File: src/rtl/mem_bus_arbiter.sv
// Shares one memory port between instruction fetch and data access.
// One transaction at a time; data wins conflicts.
module mem_bus_arbiter #(
  parameter int AW = 32,
  parameter int DW = 32
) (
  input  logic          clk,
  input  logic          rst,
  input  logic          inst_req,
  input  logic [AW-1:0] inst_addr,
  input  logic          data_req,
  input  logic          data_wr,
  input  logic [3:0]    data_wen,
  input  logic [AW-1:0] data_addr,
  input  logic [DW-1:0] data_wdata,
  output logic          bus_req,
  output logic          bus_wr,
  output logic [3:0]    bus_wen,
  output logic [AW-1:0] bus_addr,
  output logic [DW-1:0] bus_wdata,
  input  logic          bus_addr_ok,
  input  logic          bus_data_ok,
  input  logic [DW-1:0] bus_rdata,
  output logic [DW-1:0] inst_rdata,
  output logic          inst_data_ok,
  output logic [DW-1:0] data_rdata,
  output logic          data_data_ok,
  output logic          stallreq_for_bus
);

  typedef enum logic [2:0] {
    IDLE,
    I_ADDR,
    I_WAIT,
    D_ADDR,
    D_WAIT
  } state_e;

  state_e          state_q, state_d;
  logic            wr_q, wr_d;
  logic [3:0]      wen_q, wen_d;
  logic [AW-1:0]   addr_q, addr_d;
  logic [DW-1:0]   wdata_q, wdata_d;
  logic [DW-1:0]   irdata_q, irdata_d;
  logic [DW-1:0]   drdata_q, drdata_d;

  logic            i_ok;
  logic            d_ok;

  // Responses only exist in a WAIT state, so a stray data_ok
  // in IDLE or an ADDR state is dropped.
  assign i_ok = !rst && (state_q == I_WAIT) && bus_data_ok;
  assign d_ok = !rst && (state_q == D_WAIT) && bus_data_ok;

  always_comb begin
    state_d  = state_q;
    wr_d     = wr_q;
    wen_d    = wen_q;
    addr_d   = addr_q;
    wdata_d  = wdata_q;
    irdata_d = irdata_q;
    drdata_d = drdata_q;
    unique case (state_q)
      IDLE: begin
        if (data_req) begin
          state_d = D_ADDR;
          wr_d    = data_wr;
          wen_d   = data_wen;
          addr_d  = data_addr;
          wdata_d = data_wdata;
        end else if (inst_req) begin
          state_d = I_ADDR;
          wr_d    = 1'b0;
          wen_d   = 4'b0000;
          addr_d  = inst_addr;
          wdata_d = '0;
        end
      end
      I_ADDR: begin
        if (bus_addr_ok) state_d = I_WAIT;
      end
      I_WAIT: begin
        if (bus_data_ok) begin
          state_d  = IDLE;
          irdata_d = bus_rdata;
        end
      end
      D_ADDR: begin
        if (bus_addr_ok) state_d = D_WAIT;
      end
      D_WAIT: begin
        if (bus_data_ok) begin
          state_d  = IDLE;
          drdata_d = bus_rdata;
        end
      end
      default: state_d = IDLE;
    endcase
  end

  always_ff @(posedge clk) begin
    if (rst) begin
      state_q  <= IDLE;
      wr_q     <= 1'b0;
      wen_q    <= 4'b0000;
      addr_q   <= '0;
      wdata_q  <= '0;
      irdata_q <= '0;
      drdata_q <= '0;
    end else begin
      state_q  <= state_d;
      wr_q     <= wr_d;
      wen_q    <= wen_d;
      addr_q   <= addr_d;
      wdata_q  <= wdata_d;
      irdata_q <= irdata_d;
      drdata_q <= drdata_d;
    end
  end

  // bus_req depends only on registered state, never on addr_ok.
  assign bus_req   = !rst &&
                     ((state_q == I_ADDR) || (state_q == D_ADDR));
  assign bus_wr    = wr_q;
  assign bus_wen   = wen_q;
  assign bus_addr  = addr_q;
  assign bus_wdata = wdata_q;

  assign inst_data_ok = i_ok;
  assign data_data_ok = d_ok;
  assign inst_rdata   = i_ok ? bus_rdata : irdata_q;
  assign data_rdata   = d_ok ? bus_rdata : drdata_q;

  assign stallreq_for_bus = !rst &&
                            ((data_req && !d_ok) ||
                             (inst_req && !i_ok));

endmodule

File: config.mk
export PLATFORM = sky130hd
export DESIGN_NAME = mem_bus_arbiter
export DESIGN_NICKNAME = d
export VERILOG_FILES = /design/src/rtl/mem_bus_arbiter.sv
export SDC_FILE = /design/constraint.sdc
export NUM_CORES = 1
export LEC_CHECK = 0
export CAP_MARGIN = 20
export CORE_MARGIN = 5
export CORE_UTILIZATION = 44
export DETAILED_ROUTE_END_ITERATION = 6
export GPL_TIMING_DRIVEN = 1
export MAX_ROUTING_LAYER = met4
export PLACE_DENSITY = 0.85
export SLEW_MARGIN = 20
export SYNTH_ARGS = -nofsm -noshare
export SYNTH_HDL_FRONTEND = slang
export SYNTH_SLANG_ARGS = --single-unit
File: constraint.sdc
create_clock -name clk -period 3.3 [get_ports clk]
set_input_delay 0.495 -clock clk [delete_from_list [all_inputs] [get_ports clk]]
set_output_delay 0.495 -clock clk [all_outputs]
set_load 0.1 [all_outputs]
; Word level (Yosys, flattened, before mapping)
; Index checks and enable logic that the tools add are counted.
[classes]
reduce_logical = 20
n_eq_ne = 8
muxes = 16
[op_table]
columns = operator, count
row1 = two-way mux 32 bit, 6
row2 = two-way mux 3 bit, 5
row3 = case mux 3 bit (4 select lines), 1
row4 = logical AND 1 bit, 8
row5 = two-way mux 4 bit, 2
row6 = equality test 3 x 2 -> 1 bit (second input constant), 2
row7 = AND reduction 2 bit, 3
row8 = inequality test 2 bit (second input constant), 2
row9 = AND reduction 4 bit, 1
row10 = equality test 3 x 1 -> 1 bit (second input constant), 1
row11 = equality test 3 bit (second input constant), 1
row12 = logical NOT 1 bit, 3
row13 = logical NOT 3 bit, 1
row14 = inequality test 3 bit (second input constant), 1
row15 = logical OR 1 bit, 2
row16 = two-way mux 1 bit, 2
row17 = inequality test 2 x 1 -> 1 bit (second input constant), 1
row18 = nonzero test 2 bit, 1
row19 = OR reduction 2 bit, 1
[totals]
reg_bits = 136

; Depth between registers and ports, before layout
[depth]
word_depth = 7
mapped_depth = 6
mapped_depth_nobuf = 4

; Worst setup path before layout
; No wires, ideal clock.
[synth_timing]
kind = in2out
from = input port rst
to = output port bus_req
path_stages = 2
path_slack_ps = -90
arrival_time_ps = 2895
path_buffers = 1
cell_sequence = clkbuf_1 nor3b_1
[synth_via]
elab_chain_cells = 2
[synth_lines]
columns = item, line_no
row1 = "start, declared", 8  ; input logic rst,
row2 = logical NOT 1 bit, 122  ; assign bus_req = !rst &&
row3 = logical AND 1 bit, 122
row4 = "end, declared", 16  ; output logic bus_req,
; No other way between the ends.

; Final worst setup path
[layout_timing]
from = register state_q[2]
to = output port data_rdata[18]
[layout_via]
elab_chain_cells = 4
[layout_lines]
columns = item, line_no
row1 = "start, declared", 39  ; state_e state_q, state_d;
row2 = "start signal, assigned", 111  ; state_q <= state_d;
row3 = equality test 3 bit, 53  ; assign d_ok = !rst && (state_q == D_WAIT) && bus_data_ok;
row4 = logical AND 1 bit (2 in series), 53
row5 = two-way mux 32 bit, 132  ; assign data_rdata = d_ok ? bus_rdata : drdata_q;
row6 = "end, declared", 26  ; output logic [DW-1:0] data_rdata,
; No other way between the ends.

==> run metrics <==
Layout Utilization=75.5%; CTS Buf Count=17; setup TNS=0 ps; area delta synth->final=70.1%; DRC Markers=0; CP most frequent cell=buf_12; PostCTS Resize Cnt=0; Post CTS Setup Buffer Count=0; initial antenna violation count=0; cts hold-fix bufs=0; remaining global-route overflow=0; slowest CP cell=dfxtp_1; area share of the largest cell type after synthesis=46.9%; largest cells by area after synthesis=dfxtp_1 47%, a22o_1 9.7%, mux2_2 8.1%, a21oi_1 6.0%, mux2i_1 5.7%; die area=~16000 um2; Seq/Total Area, Yosys=46.9%; largest net degree at the start of global routing=77; die height=approximately 120 um; count of cell types in the netlist=40; Slew @ Worst Pin=slightly above 1000 ps; Final Setup Violations=0; H-tree depth=4; CTS tree=yes; Slowest Stage Delay on Critical Path=around 700 ps; WP data arrival=2390 ps; Wirelength per Cell=between 15 and 20 um; leading area contributor after synthesis=dfxtp_1; final hold vios=0; global-route wire length before repair=between 30000 and 40000 um; syn_nets=between 600 and 700; Max VDD drop=0.487 mV; remaining antenna violation count=0; ys async rst share=0%; vias per inst=5.56; count leader, synth=dfxtp_1; WP data required=2800 ps; Buffers on Ports=around 280; Mapped Cells=between 500 and 600; Layout Cells excl Fill=999; vias in the first global route=about 6000; DP Cell Count=967; Via Count=5558; Worst Hold Class=reg2reg; fmax=around 350 MHz; yosys warns=0; IO Pins=276; CORE AREA=13100 um2; Final Power=0.00644 W; leakage=between 3 and 4 nW; Startpoint Class=register; Iteration-0 DRC Markers=343; crit-path max FO=65; CP cell instances=and3_2, buf_12, mux2_1, buf_12; Setup Skew=around 7.6 ps; status=finished, final reports clean; Total GRT Usage=between 20% and 30%; share of cells above drive strength 1=between 20% and 30%; detailed placement HPWL=about 14000 um; Starting Density=44.4%; crit path buf inv count=2; fillers=807; Layout Nets=949; Worst slew margin=around 32%; unrepaired setup endpoints after global routing=no; Post-synth EDFFs=0; FF+latch count, synth=around 140; syn avg cell area=around 10 um2; Worst Setup Path Type=reg2out; row cnt=42; Placer Congestion=roughly 0.82; CP endpoint kind=output port; cell family with most CP delay=flip-flops; number of clock sinks=around 140; routed wire length=roughly 20000 um; Post-synth top cells=136 x dfxtp_1, 70 x a21oi_1, 64 x a22o_1; synthesized cell area=5810 um2; First-pass DRT Iterations=4; post-layout min period=about 2900 ps; max cap viols=0; Root Driver=clkbuf_16; clock-pin transition on the worst setup and hold timing paths=60 ps; fin. max-slew vios=0; Clock Tree Buf Depth=2; P per Cell Area=approximately 650 nW/um2; die width=roughly 120 um; smallest hold slack=around 470 ps; n_diodes=0; post-route clock period utilization=87.6%; Skew-Pair Late Insertion Delay=between 400 and 500 ps; Primary FF master, synth=dfxtp_1
-- cell families (layout without fill, tap and decap cells) --
group / count (synthesis) / count (layout) / share of synthesized area, %
buf+inv: 57 / 320 / 5.54
compound gates: 210 / 210 / 24.1
mux: 97 / 97 / 18.1
simple gates: 60 / 60 / 5.39
flops: 136 / 136 / 46.9
-- registers in the layout, indices dropped and copies added, names as in the netlist --
register,cells
bus_wdata,32
state_q,3
irdata_q,32
bus_wen,4
bus_wr,1
bus_addr,32
drdata_q,32
-- power breakdown --
part,internal [W],switching [W]
combinational,0.000737,0.00179
clock,0.00131,0.000685
sequential,0.00181,0.000112
total,0.00385,0.00259
-- path summary, 6_finish.rpt --
kind                      from              to  slack (ps)  cells past startpoint
setup / recovery    state_q[2]  data_rdata[18]         410                      4
hold reg to reg   drdata_q[22]    drdata_q[22]         470                      1
hold / removal    drdata_q[22]    drdata_q[22]         470                      1
setup reg to reg    state_q[2]    bus_addr[24]        1140                      3
-- routing by layer --
layer / share of wire, % / wire, um / global-route usage, %
met5: 0 / 0 / -
met4: 2.9 / 567 / 10.1
met3: 7.7 / 1520 / 8.49
met2: 51 / 9940 / 43.2
met1: 39 / 7560 / 27.5
-- stage by stage --
step | setup slack, ps | cell area [um2]
final | 411 | 9870
after detailed placement | 491 | 9250
after floorplan | 906 | 5810
after global placement | 507 | 9240
after global routing | 283 | 9870
after CTS | 399 | 9870
-- cell type report --
| cell class | instances | area, um2 | share of cell area [%] |
|---|---|---|---|
| Multi-Input combinational cell | 367 | 2790 | 28.2 |
| Clock buffer | 25 | 515 | 5.22 |
| Inverter | 2 | 7.51 | 0.0760 |
| Timing Repair Buffer | 286 | 3510 | 35.5 |
| Tap cell | 176 | 220 | 2.23 |
| Sequential cell | 136 | 2720 | 27.6 |
| Clock inverter | 7 | 113 | 1.14 |
-- layout by cell type, fill, tap and decap left out, drive strengths merged, types with 3 or more instances in the layout --
master / count
clkdlybuf4s50: 201
a211oi: 33
o21ai: 37
dfxtp: 136
nor2: 5
clkinv: 3
nand2b: 3
a21oi: 70
bufinv: 3
a22o: 64
mux2i: 33
clkbuf: 25
mux2: 64
buf: 85
nand2: 38
(Power assumes the default switching activity.)
